==> config.mk <==
export PLATFORM = sky130hd
export DESIGN_NAME = tick_sched_flat
export DESIGN_NICKNAME = d
export VERILOG_FILES = /design/src/rtl/tick_sched_if.sv /design/src/rtl/tick_sched.sv /design/src/flat_wrapper.sv
export SDC_FILE = /design/constraint.sdc
export NUM_CORES = 1
export LEC_CHECK = 0
export ABC_CLOCK_PERIOD_IN_PS = 1860
export BUFFER_PORTS_ARGS = -buffer_cell sky130_fd_sc_hd__buf_4
export CAP_MARGIN = 20
export CELL_PAD_IN_SITES_DETAIL_PLACEMENT = 1
export CELL_PAD_IN_SITES_GLOBAL_PLACEMENT = 1
export CORE_ASPECT_RATIO = 1.75
export CORE_MARGIN = 1
export CORE_UTILIZATION = 40
export DETAILED_ROUTE_END_ITERATION = 10
export PLACE_DENSITY_LB_ADDON = 0.08
export SYNTH_ARGS = -nofsm -noshare
export SYNTH_HDL_FRONTEND = slang
export SYNTH_SLANG_ARGS = --single-unit
==> constraint.sdc <==
create_clock -name clk_in -period 1.86 [get_ports clk_in]
set_input_delay 0.093 -clock clk_in [delete_from_list [all_inputs] [get_ports clk_in]]
set_output_delay 0.093 -clock clk_in [all_outputs]
set_load 0.01 [all_outputs]
==> src/rtl/tick_sched_if.sv <==
// Config and status bundle for tick_sched.
// Master drives configuration; slave returns per-channel tick/sq/busy.
interface tick_sched_if #(
    parameter int NUM_CH = 4,
    parameter int CNT_W  = 25,
    parameter int CH_W   = (NUM_CH > 1) ? $clog2(NUM_CH) : 1
);
    logic              cfg_we;
    logic [CH_W-1:0]   cfg_ch;
    logic [CNT_W-1:0]  cfg_div;
    logic              cfg_oneshot;
    logic              cfg_en;
    logic              sync_start;
    logic [NUM_CH-1:0] tick;
    logic [NUM_CH-1:0] sq;
    logic [NUM_CH-1:0] busy;

    modport master (
        output cfg_we, cfg_ch, cfg_div, cfg_oneshot, cfg_en, sync_start,
        input  tick, sq, busy
    );

    modport slave (
        input  cfg_we, cfg_ch, cfg_div, cfg_oneshot, cfg_en, sync_start,
        output tick, sq, busy
    );
endinterface

==> src/rtl/tick_sched.sv <==
// Shared runtime-programmable tick scheduler, NUM_CH channels.
// Each channel: divisor, periodic/one-shot, tick enable and square output.
module tick_sched #(
    parameter int          NUM_CH      = 4,
    parameter int          CNT_W       = 25,
    parameter int unsigned DEFAULT_DIV = 24_999_999
) (
    input  logic  clk_in,
    input  logic  rst_a_n,
    tick_sched_if.slave bus
);
    localparam int CH_W = (NUM_CH > 1) ? $clog2(NUM_CH) : 1;

    typedef enum logic {IDLE, RUN} state_e;

    state_e           state_q [NUM_CH];
    state_e           state_d [NUM_CH];
    logic [CNT_W-1:0] cnt_q   [NUM_CH];
    logic [CNT_W-1:0] cnt_d   [NUM_CH];
    logic [CNT_W-1:0] div_q   [NUM_CH];
    logic [CNT_W-1:0] div_d   [NUM_CH];
    logic [NUM_CH-1:0] os_q, os_d;
    logic [NUM_CH-1:0] tick_q, tick_d;
    logic [NUM_CH-1:0] sq_q, sq_d;
    logic [NUM_CH-1:0] wr;

    // Out-of-range cfg_ch matches no channel, so the write is dropped.
    always_comb begin
        wr = '0;
        for (int i = 0; i < NUM_CH; i++) begin
            wr[i] = bus.cfg_we && (bus.cfg_ch == CH_W'(i));
        end
    end

    always_comb begin
        state_d = state_q;
        cnt_d   = cnt_q;
        div_d   = div_q;
        os_d    = os_q;
        sq_d    = sq_q;
        tick_d  = '0;
        for (int i = 0; i < NUM_CH; i++) begin
            if (wr[i]) begin
                div_d[i]   = bus.cfg_div;
                os_d[i]    = bus.cfg_oneshot;
                cnt_d[i]   = '0;
                state_d[i] = bus.cfg_en ? RUN : IDLE;
            end else if (state_q[i] == RUN) begin
                if (bus.sync_start) begin
                    cnt_d[i] = '0;
                end else if (cnt_q[i] == div_q[i]) begin
                    cnt_d[i]  = '0;
                    tick_d[i] = 1'b1;
                    sq_d[i]   = ~sq_q[i];
                    if (os_q[i]) state_d[i] = IDLE;
                end else begin
                    cnt_d[i] = cnt_q[i] + 1'b1;
                end
            end else begin
                cnt_d[i] = '0;
            end
        end
    end

    always_ff @(posedge clk_in or negedge rst_a_n) begin
        if (!rst_a_n) begin
            for (int i = 0; i < NUM_CH; i++) begin
                state_q[i] <= IDLE;
                cnt_q[i]   <= '0;
                div_q[i]   <= CNT_W'(DEFAULT_DIV);
            end
            os_q   <= '0;
            tick_q <= '0;
            sq_q   <= '0;
        end else begin
            for (int i = 0; i < NUM_CH; i++) begin
                state_q[i] <= state_d[i];
                cnt_q[i]   <= cnt_d[i];
                div_q[i]   <= div_d[i];
            end
            os_q   <= os_d;
            tick_q <= tick_d;
            sq_q   <= sq_d;
        end
    end

    always_comb begin
        bus.busy = '0;
        for (int i = 0; i < NUM_CH; i++) begin
            bus.busy[i] = (state_q[i] == RUN);
        end
    end

    assign bus.tick = tick_q;
    assign bus.sq   = sq_q;
endmodule

==> src/flat_wrapper.sv <==
// flat-port wrapper written by rule: the top's interface ports become plain ports
module tick_sched_flat 
#(
    parameter int          NUM_CH      = 4,
    parameter int          CNT_W       = 25,
    parameter int unsigned DEFAULT_DIV = 24_999_999
)
  (clk_in, rst_a_n, bus_cfg_we, bus_cfg_ch, bus_cfg_div, bus_cfg_oneshot, bus_cfg_en, bus_sync_start, bus_tick, bus_sq, bus_busy);
  tick_sched_if #(.NUM_CH(NUM_CH), .CNT_W(CNT_W)) bus_i ();
  input  logic clk_in;
  input  logic rst_a_n;
  input wire logic [$bits(bus_i.cfg_we)-1:0] bus_cfg_we;
  input wire logic [$bits(bus_i.cfg_ch)-1:0] bus_cfg_ch;
  input wire logic [$bits(bus_i.cfg_div)-1:0] bus_cfg_div;
  input wire logic [$bits(bus_i.cfg_oneshot)-1:0] bus_cfg_oneshot;
  input wire logic [$bits(bus_i.cfg_en)-1:0] bus_cfg_en;
  input wire logic [$bits(bus_i.sync_start)-1:0] bus_sync_start;
  output wire logic [$bits(bus_i.tick)-1:0] bus_tick;
  output wire logic [$bits(bus_i.sq)-1:0] bus_sq;
  output wire logic [$bits(bus_i.busy)-1:0] bus_busy;
  assign bus_i.cfg_we = bus_cfg_we;
  assign bus_i.cfg_ch = bus_cfg_ch;
  assign bus_i.cfg_div = bus_cfg_div;
  assign bus_i.cfg_oneshot = bus_cfg_oneshot;
  assign bus_i.cfg_en = bus_cfg_en;
  assign bus_i.sync_start = bus_sync_start;
  assign bus_tick = bus_i.tick;
  assign bus_sq = bus_i.sq;
  assign bus_busy = bus_i.busy;
  tick_sched #(.NUM_CH(NUM_CH), .CNT_W(CNT_W), .DEFAULT_DIV(DEFAULT_DIV)) u_core (.clk_in(clk_in), .rst_a_n(rst_a_n), .bus(bus_i));
endmodule
==> flow_summary.yaml, run 1 <==
sta:
  hold_viol: 0
  rsz0062_at_grt: "true"
  setup_viol: 47
  finalCritPeriodShare_pct: 104
  skew_ns: 0.0145
  finalWorstSetupSlack_ns: -0.0657
  setup_tns_ns: -1.55
  fmax_mhz: 519
  worst_slew_pin_slew_ns: 0.499
  finalCriticalPeriod_ns: 1.93
  fin_hold_ws_ns: 0.0757
  slew_violations: 0
  slew_headroom_pct: 66.6
setup_path:
  cp_num_buf_inv: 1
  critPathTopFamily: "simple AND/OR/NAND/NOR gates"
  rr_endpoint: "u_core.cnt_q[90]$_DFF_PN0_"
  crit_path_max_fanout: 6
  path_cells: "xor2_1 > nor4_2 > nand4_1 > o21ai_4 > clkbuf_16 > nor2_1"
  reg2reg_from: "u_core.div_q[79]$_DFFE_PN1P_"
  worstSetupPathType: "flip-flop to flip-flop"
  required_ns: 2.28
  critPathLaunchType: "flip-flop"
  cp_slowest_cell: "dfstp_2"
  timing.reg2reg.setup_slack_ns: -0.07
  critPathArrivalTime_ns: 2.34
  crit_path_max_incr_delay_ns: 0.55
  cp-end-kind: "flip-flop"
  rr_worst_depth: 6
cts:
  cts_max_level: 1
  clk_pin_slew_ns: 0.06
  cts_buffers: 23
  cts-root-buf: "clkbuf_16"
  cts_buffer_depth: 3
  clk-insertion-delay-late_ns: 0.53
  cts_tree: "yes"
  cts.sinks: 216
placement:
  placed_area_sq_mm: 0.0116
  dp_hpwl_mm: 20.5
  place_congestion: 0.841
  port_buffers: 44
power_and_ir_drop:
  vdd_drop_max_v: 0.000809
  swShare_pct: 25.6
  power_mw: 12.1
  seqPwrFrac_pct: 47.6
  p_sw_mw: 3.09
  p_clk_share_pct: 39.2
  internal_power_mw: 8.98
  pwr-share-comb_pct: 13.2
  power_density_mw_per_mm2: 918
  leakage_nw: 5.75
yosys:
  synth-main-ff-cell: "dfrtp_1"
  asyncSetResetFlopFracSynth_pct: 100
  synth.area.top_cells: "dfrtp_1 (36%), dfstp_2 (17%), xor2_1 (13%)"
  ys_types: 37
  synth_edf_count: 0
  synthCells: 885
  yosys.area.top_type_share_pct: 35.9
  seq_area_frac_synth_pct: 53.1
  synth.cell_area_sq_mm: 0.0103
  synth_nets: 922
  avgSynthCellArea_sq_um: 11.7
  synth_seq_cells: 216
  yosysTopAreaCell: "dfrtp_1"
  ys_warn_count: 0
route:
  routedWlPerCell_um: 21.2
  dr.pass1.iters: 4
  vias_per_cell: 5.18
  vias: 7137
  ant_nets: 0
  drt_iter0_markers: 261
  wirelength_mm: 29.2
  drc: 0
global_route:
  grt_use_total_pct: 22.9
  antenna_found_initial: 0
  grt_pass1_vias: 7940
  grt_pass1_wl_mm: 45.5
  overflow: 0
  grt_max_degree: 57
floorplanning:
  die_x_um: 123
  die_h_um: 215
  dieArea_sq_mm: 0.0265
  io_pins: 45
  rows: 77
  start_util_pct: 40.8
  design.core.area_sq_mm: 0.0253
layout:
  multi_input_area_sq_mm: 0.00494
  final_layout_size_suffix_gt1_share_pct: 38.5
  final_nets: 1083
  num_antenna_cells: 0
  design_area_sq_mm: 0.0131
  finalCoreUtilization_pct: 51.9
  fillCellCount: 2600
  seq_area_sq_mm: 0.00550
  area_growth_pct: 27.3
hold_path:
  worstHoldPathType: "input port to asynchronous set/reset pin"
flow_run:
  max_cap_viol_count: 0
outcome:
  status: "finished, violations left"
  violations: "negative setup slack"
kinds of logic after synthesis:
| kind of cell | after synthesis | synth area share [%] |
|---|---|---|
| flip-flops | 216 | 53.1 |
| buffers and inverters | 45 | 2.03 |
| XOR/XNOR | 196 | 16.6 |
| adder cells (fa/ha/maj) | 4 | 0.485 |
| AO/OA/AOI/OAI | 10 | 0.848 |
| multiplexers | 106 | 11.5 |
| AND/OR/NAND/NOR | 308 | 15.3 |
layout by cell type (no fill, tap or decap), drive strengths merged:
cell type,count
or3,2
and3,9
mux2i,3
xor2,150
nor3,19
clkbuf,38
xnor2,46
clkinv,4
ha,4
o21bai,3
a41oi,3
inv,13
dfrtp,148
mux2,103
nand3,38
nand3b,2
or2,1
clkinvlp,2
nand2,27
and4,12
nor3b,3
and2,2
bufinv,1
nor2,124
nand4,37
dfstp,68
o41ai,1
dlygate4sd3,29
o21ai,3
nor4,32
buf,135
area by class of cell:
class                           instances  area share [%]
Tap cell                              316            3.01
Clock inverter                          6           0.457
Inverter                               14           0.400
Clock buffer                           35            5.48
Sequential cell                       216            41.8
Timing Repair Buffer                  167            11.3
Multi-Input combinational cell        624            37.5
how the worst max path moves through the flow:
stage                            startpoint                            to  slack (ns)  depth (start not counted)
2_1_floorplan    u_core.cnt_q[34]$_DFF_PN0_    u_core.cnt_q[48]$_DFF_PN0_        0.16                          7
3_3_place_gp   u_core.div_q[42]$_DFFE_PN0P_    u_core.cnt_q[40]$_DFF_PN0_       -0.02                          7
3_5_place_dp   u_core.div_q[87]$_DFFE_PN1P_    u_core.cnt_q[77]$_DFF_PN0_       -0.16                          6
4_1_cts        u_core.div_q[53]$_DFFE_PN1P_  u_core.bus.sq[1]$_DFFE_PN0P_       -0.01                          6
5_1_grt        u_core.div_q[79]$_DFFE_PN1P_    u_core.cnt_q[90]$_DFF_PN0_       -0.17                          6
6_report       u_core.div_q[79]$_DFFE_PN1P_    u_core.cnt_q[90]$_DFF_PN0_       -0.07                          6
power by group through the flow:
stage,combinational (mW),clock [mW],sequential (mW)
floorplan,0.851,0,5.69
global placement,1.34,0,5.79
detailed placement,1.39,0,5.82
CTS,1.48,4.88,5.74
global route,1.74,5.04,5.81
finish,1.59,4.74,5.74
cell usage after synthesis, drive strengths merged, types with 9 or more instances:
| cell type | number |
|---|---|
| xor2 | 150 |
| nor4 | 32 |
| xnor2 | 46 |
| buf | 24 |
| nor2 | 124 |
| nand2 | 27 |
| nand4 | 37 |
| nand3 | 38 |
| nor3 | 19 |
| dfrtp | 148 |
| mux2 | 103 |
| and4 | 12 |
| and3 | 9 |
| dfstp | 68 |
| inv | 13 |
stage by stage:
| stage | instances | setup slack [ns] |
|---|---|---|
| floorplan | 885 | 0.157 |
| global placement | 1292 | -0.0226 |
| detailed placement | 1292 | -0.165 |
| CTS | 1363 | -0.0131 |
| global route | 1378 | -0.171 |
| finish | 1378 | -0.0657 |
per-layer routing:
metal  wire (um)  track usage, %  up-vias
met4         646            6.75        0
met3         514            2.21       35
met5           0               0        -
met2       16200            42.0       68
li1            -               -     3338
met1       11800            27.8     3696
sequential cells by signal, summed over array words and instances, names as in the netlist:
| name | flops |
|---|---|
| u_core.bus.sq | 4 |
| u_core.div_q | 100 |
| u_core.bus.tick | 4 |
| u_core.bus.busy | 4 |
| u_core.os_q | 4 |
| u_core.cnt_q | 100 |
timing repair:
| action | CTS | global route |
|---|---|---|
| setup buffers | 1 | 11 |
| gates resized for setup | 8 | 55 |
| hold buffers | 29 | 0 |
| endpoints found under the hold margin | 277 | 0 |
| pin swaps | 8 | 25 |
| setup endpoints to repair | 57 | 106 |
| cloned | 0 | 5 |
Note: power is estimated with default switching activity, not from simulation.
==> run 2, diff against run 1 <==
--- a/config.mk
+++ b/config.mk
@@ -5,6 +5,7 @@
 export SDC_FILE = /design/constraint.sdc
 export NUM_CORES = 1
 export LEC_CHECK = 0
+export ABC_AREA = 1
 export ABC_CLOCK_PERIOD_IN_PS = 1860
 export BUFFER_PORTS_ARGS = -buffer_cell sky130_fd_sc_hd__buf_4
 export CAP_MARGIN = 20
==> flow_summary.yaml, run 2 <==
outcome:
  status: "finished, violations left"
  violations: "negative hold slack"
sta:
  slew_headroom_pct: 39.7
  fmax_mhz: 585
  setup_tns_ns: 0
  rsz0062_at_grt: "false"
  finalWorstSetupSlack_ns: 0.152
  worst_slew_pin_slew_ns: 0.903
  skew_ns: 0.0100
  slew_violations: 0
  hold_viol: 1
  finalCritPeriodShare_pct: 91.8
  setup_viol: 0
  fin_hold_ws_ns: -0.00296
  finalCriticalPeriod_ns: 1.71
placement:
  dpl_worst_slack_ns: 0.0831
  dp_hpwl_mm: 24.6
  placed_area_sq_mm: 0.0120
  port_buffers: 44
  place_congestion: 0.845
  placedCellCount: 1804
cts:
  cts_tree: "yes"
  cts_max_level: 1
  cts_buffers: 23
  cts_buffer_depth: 3
  clk_pin_slew_ns: 0.06
  cts.sinks: 216
  clk-insertion-delay-late_ns: 0.52
  cts-root-buf: "clkbuf_16"
yosys:
  synth_seq_cells: 216
  avgSynthCellArea_sq_um: 7.99
  yosysTopAreaCell: "dfrtp_1"
  synth.cell_area_sq_mm: 0.0111
  synth_nets: 1429
  ys_warn_count: 0
  synthCells: 1392
  asyncSetResetFlopFracSynth_pct: 100
  yosysMostFrequentCell: "nand2_1"
  synth-main-ff-cell: "dfrtp_1"
  ys_types: 29
  seq_area_frac_synth_pct: 49.3
  synth_commonest_cells: "nand2_1 (396), nor2_1 (227), dfrtp_1 (148)"
  synth_edf_count: 0
  yosys.area.top_type_share_pct: 33.3
  synth.area.top_cells: "dfrtp_1 (33%), dfstp_2 (16%), nand2_1 (13%)"
route:
  dr.pass1.iters: 6
  vias_per_cell: 4.86
  routedWlPerCell_um: 17.7
  drt_iter0_markers: 335
  wirelength_mm: 33.0
  drc: 0
  vias: 9069
  ant_nets: 0
layout:
  mostFrequentLayoutCell: "nand2_1"
  final_layout_size_suffix_gt1_share_pct: 14.9
  finalNonFillerCells: 1865
  area_growth_pct: 17.6
  design_area_sq_mm: 0.0131
  reg_top3: "u_core.cnt_q: 100 flops, u_core.div_q: 100 flops"
  layout_common_cells: "nand2_1 (394), nor2_1 (224), inv_1 (146), dfrtp_1 (146), o21ai_0 (102)"
  final_nets: 1516
  finalCoreUtilization_pct: 47.9
flow_run:
  max_cap_viol_count: 0
floorplanning:
  io_pins: 45
  start_util_pct: 40.7
  design.core.area_sq_mm: 0.0273
  die_h_um: 223
  die_x_um: 128
  dieArea_sq_mm: 0.0285
  rows: 80
global_route:
  grt_use_total_pct: 24.2
  overflow: 0
  antenna_found_initial: 1
  grt_max_degree: 55
  grt_pass1_wl_mm: 52.2
  grt_pass1_vias: 9687
power_and_ir_drop:
  p_sw_mw: 3.09
  power_density_mw_per_mm2: 913
  p_clk_share_pct: 41.3
  swShare_pct: 25.9
  pwr-share-comb_pct: 12.1
  leakage_nw: 5.72
  vdd_drop_max_v: 0.000747
  seqPwrFrac_pct: 46.6
  internal_power_mw: 8.84
  power_mw: 11.9
setup_path:
  critPathLaunchType: "flip-flop"
  required_ns: 2.27
  crit_path_max_fanout: 5
  worstSetupPathType: "flip-flop to flip-flop"
  critPathArrivalTime_ns: 2.11
  cp-end-kind: "flip-flop"
hold_path:
  worstHoldPathType: "input port to flip-flop"
-- run 2: kinds of logic (layout without fill, tap and decap cells) --
| family | after synthesis | count (layout) | synth area share, % |
|---|---|---|---|
| and+or+nand+nor | 742 | 743 | 27.6 |
| DFF | 216 | 216 | 49.3 |
| buffers and inverters | 181 | 283 | 6.80 |
| xor gates and xnor gates | 136 | 136 | 10.7 |
| AOI/OAI and AO/OA | 113 | 113 | 5.12 |
| adders and majority gates | 4 | 4 | 0.450 |
| other | 0 | 1 | 0 |
-- run 2: what timing repair did --
action                                  in CTS  in global routing
endpoints found under the hold margin      220                  0
gates resized for setup                      0                 13
setup buffers                                0                  1
hold buffers                                17                  0
endpoints found under the setup margin       0                 29
-- run 2: critical path, cell delays in order, from the launching register on --
cell     delay (ns)
dfrtp_1        0.40
ha_1           0.21
nand3_1        0.16
inv_1          0.18
nand2_1        0.12
nor2_4         0.16
inv_1          0.06
nor2_1         0.11
xor2_1         0.16
nor2_1         0.06
-- run 2: per-layer routing --
layer | wire [um] | track usage [%] | vias to the layer above | part of all wire, %
li1 | - | - | 4467 | -
met3 | 897 | 2.24 | 33 | 2.7
met1 | 13400 | 28.3 | 4475 | 41
met5 | 0 | 0 | - | 0
met4 | 979 | 8.12 | 0 | 3.0
met2 | 17700 | 45.3 | 94 | 54
-- run 2: area by class of cell --
class / instances / area (sq um)
Fill cell: 3390 / 14200
Sequential cell: 216 / 5490
Multi-Input combinational cell: 996 / 4950
Timing Repair Buffer: 92 / 816
Clock buffer: 33 / 653
Inverter: 150 / 563
Tap cell: 369 / 462
Clock inverter: 8 / 143
Antenna cell: 1 / 2.50
-- run 2: worst paths after layout --
kind / to / slack (ns) / depth (start not counted) / start
max reg2reg: u_core.cnt_q[39]$_DFF_PN0_ / 0.15 / 9 / u_core.cnt_q[25]$_DFF_PN0_
min: u_core.div_q[80]$_DFFE_PN1P_ / -0.003 / 3 / bus_cfg_div[5]
min in group asynchronous: u_core.cnt_q[51]$_DFF_PN0_ / 0.11 / 2 / rst_a_n
max in group asynchronous: u_core.div_q[22]$_DFFE_PN1P_ / 1.06 / 3 / rst_a_n
min reg2reg: u_core.div_q[80]$_DFFE_PN1P_ / 0.48 / 2 / u_core.div_q[80]$_DFFE_PN1P_
max: u_core.cnt_q[39]$_DFF_PN0_ / 0.15 / 9 / u_core.cnt_q[25]$_DFF_PN0_
-- run 2: power by group through the flow --
stage	Clock, mW	Combinational, mW	Sequential [mW]
finish	4.93	1.44	5.56
floorplan	0	0.910	5.56
CTS	5.07	1.46	5.56
global placement	0	1.37	5.62
detailed placement	0	1.43	5.63
global route	5.21	1.65	5.61
==> run 3, diff against run 2 <==
--- a/config.mk
+++ b/config.mk
@@ -8,9 +8,6 @@
 export ABC_AREA = 1
 export ABC_CLOCK_PERIOD_IN_PS = 1860
 export BUFFER_PORTS_ARGS = -buffer_cell sky130_fd_sc_hd__buf_4
-export CAP_MARGIN = 20
-export CELL_PAD_IN_SITES_DETAIL_PLACEMENT = 1
-export CELL_PAD_IN_SITES_GLOBAL_PLACEMENT = 1
 export CORE_ASPECT_RATIO = 1.75
 export CORE_MARGIN = 1
 export CORE_UTILIZATION = 40
==> flow_summary.yaml, run 3 (same netlist as run 2, synthesis figures left out) <==
sta:
  finalCriticalPeriod_ns: 1.72
  worst_slew_pin_slew_ns: 0.517
  rsz0062_at_grt: "false"
  finalCritPeriodShare_pct: 92.5
  slew_violations: 0
  slew_headroom_pct: 65.5
  fmax_mhz: 581
  skew_ns: 0.0102
  hold_viol: 0
  setup_viol: 0
  setup_tns_ns: 0
layout:
  final_nets: 1517
  design_area_sq_mm: 0.0130
  num_antenna_cells: 0
  mostFrequentLayoutCell: "nand2_1"
  layout_common_cells: "nand2_1 (396), nor2_1 (227), dfrtp_1 (147)"
  reg_top3: "u_core.cnt_q: 100 flops, u_core.div_q: 100 flops"
  fillCellCount: 2760
  final_layout_size_suffix_gt1_share_pct: 14.6
  area_growth_pct: 17.0
floorplanning:
  start_util_pct: 40.7
  design.core.area_sq_mm: 0.0273
  dieArea_sq_mm: 0.0285
  die_x_um: 128
  die_h_um: 223
  rows: 80
  io_pins: 45
setup_path:
  rr_worst_depth: 10
  cp_slowest_cell: "dfstp_2"
  critPathArrivalTime_ns: 2.12
  cp-end-kind: "flip-flop"
  critPathLaunchType: "flip-flop"
  worstSetupPathType: "flip-flop to flip-flop"
  required_ns: 2.26
  crit_path_max_incr_delay_ns: 0.53
  timing.reg2reg.setup_slack_ns: 0.14
  path_cells: "inv_1 > nand2_1 > nand2_1 > nor2_1 > nand3_1 > nor2_1 > nand2_1 > nand2_2 > buf_12 > nor2_1"
  crit_path_max_fanout: 25
  rr_endpoint: "u_core.cnt_q[81]$_DFF_PN0_"
  crit_start: "u_core.div_q[97]$_DFFE_PN1P_"
  reg2reg_from: "u_core.div_q[97]$_DFFE_PN1P_"
  crit_end: "u_core.cnt_q[81]$_DFF_PN0_"
global_route:
  overflow: 0
  grt_pass1_vias: 8824
  antenna_found_initial: 0
  grt_use_total_pct: 22.5
  grt_max_degree: 52
  grt_pass1_wl_mm: 48.4
flow_run:
  max_cap_viol_count: 0
power_and_ir_drop:
  vdd_drop_max_v: 0.000610
  p_sw_mw: 3.08
  leakage_nw: 5.72
  internal_power_mw: 8.64
  pwr-share-comb_pct: 12.1
  p_clk_share_pct: 40.6
  seqPwrFrac_pct: 47.3
  power_density_mw_per_mm2: 901
  swShare_pct: 26.3
route:
  vias: 8814
  vias_per_cell: 4.73
  drc: 0
  wirelength_mm: 30.4
  drt_iter0_markers: 535
  routedWlPerCell_um: 16.3
  dr.pass1.iters: 5
  ant_nets: 0
cts:
  cts_buffer_depth: 3
  cts_buffers: 23
  clk-insertion-delay-late_ns: 0.52
  cts_tree: "yes"
  clk_pin_slew_ns: 0.06
  cts.sinks: 216
  cts_max_level: 1
  cts-root-buf: "clkbuf_16"
  cts_setup_buffers: 0
outcome:
  status: "complete, no violations"
placement:
  place_congestion: 0.875
  port_buffers: 44
  dp_hpwl_mm: 22.5
  placed_area_sq_mm: 0.0120
hold_path:
  worstHoldPathType: "input port to flip-flop"
[run 3: cell types whose count changed in the layout (fill, tap and decap cells not counted), moves of 2 or more]
cell and delta:
clkbuf_1 -5, clkinv_2 +7, dlygate4sd3_1 +3, nand2_1 +2
nand2_2 -2, nor2_1 +3, nor2_2 -2
[run 3: per-layer routing]
layer	GRT usage [%]	vias to the layer above	part of all wire, %
met5	0	-	0
met4	6.91	0	2.6
met3	2.31	45	2.7
met2	41.5	122	53
met1	26.9	4164	42
li1	-	4483	-
[run 3: power groups by stage]
stage	Combinational (mW)	Sequential [mW]	Clock [mW]
after global routing	1.63	5.61	5.06
final	1.42	5.55	4.76
after floorplan	0.910	5.56	0
after global placement	1.39	5.62	0
after CTS	1.45	5.55	4.89
after detailed placement	1.41	5.63	0
[run 3: layout make-up]
cell class	count	area, sq um	share of cell area [%]
Timing Repair Buffer	94	826	6.34
Clock inverter	14	148	1.13
Sequential cell	216	5490	42.2
Clock buffer	27	621	4.77
Multi-Input combinational cell	995	4900	37.7
Tap cell	369	462	3.55
Inverter	150	563	4.33
[run 3: how the worst min path moves through the flow]
stage	startpoint	endpoint	slack, ns	depth (start not counted)
finish	bus_sync_start	u_core.bus.sq[1]$_DFFE_PN0P_	0.02	4
global route	bus_cfg_div[12]	u_core.div_q[12]$_DFFE_PN1P_	0.01	3
CTS	bus_sync_start	u_core.bus.tick[0]$_DFF_PN0_	0.007	4
detailed placement	rst_a_n	u_core.cnt_q[58]$_DFF_PN0_	0.03	1
global placement	rst_a_n	u_core.cnt_q[58]$_DFF_PN0_	0.05	1
floorplan	rst_a_n	u_core.bus.busy[0]$_DFF_PN0_	-0.20	0
[run 3: what timing repair did]
| item | in CTS | in global routing |
|---|---|---|
| resized for setup | 0 | 4 |
| hold buffers | 20 | 0 |
| endpoints found under the hold margin | 213 | 0 |
| endpoints found under the setup margin | 0 | 29 |
[run 3: critical path: cells and delay by family (launching register included)]
| family | cells | cell delay, ns |
|---|---|---|
| buffers and inverters | 2 | 0.22 |
| and+or+nand+nor | 8 | 0.85 |
| DFF | 1 | 0.53 |
[run 3: per-stage QoR]
stage | total power, mW | utilization [%] | cells | setup WS [ns] | hold slack (ns)
detailed placement | 7.04 | 44.0 | 1804 | 0.0868 | 0.0348
finish | 11.7 | 47.6 | 1865 | 0.139 | 0.0223
floorplan | 6.47 | - | 1392 | 0.349 | -0.203
CTS | 11.9 | 47.6 | 1865 | 0.0872 | 0.00710
global placement | 7.01 | 44.0 | 1804 | 0.120 | 0.0481
global route | 12.3 | 47.6 | 1865 | 0.00385 | 0.00969
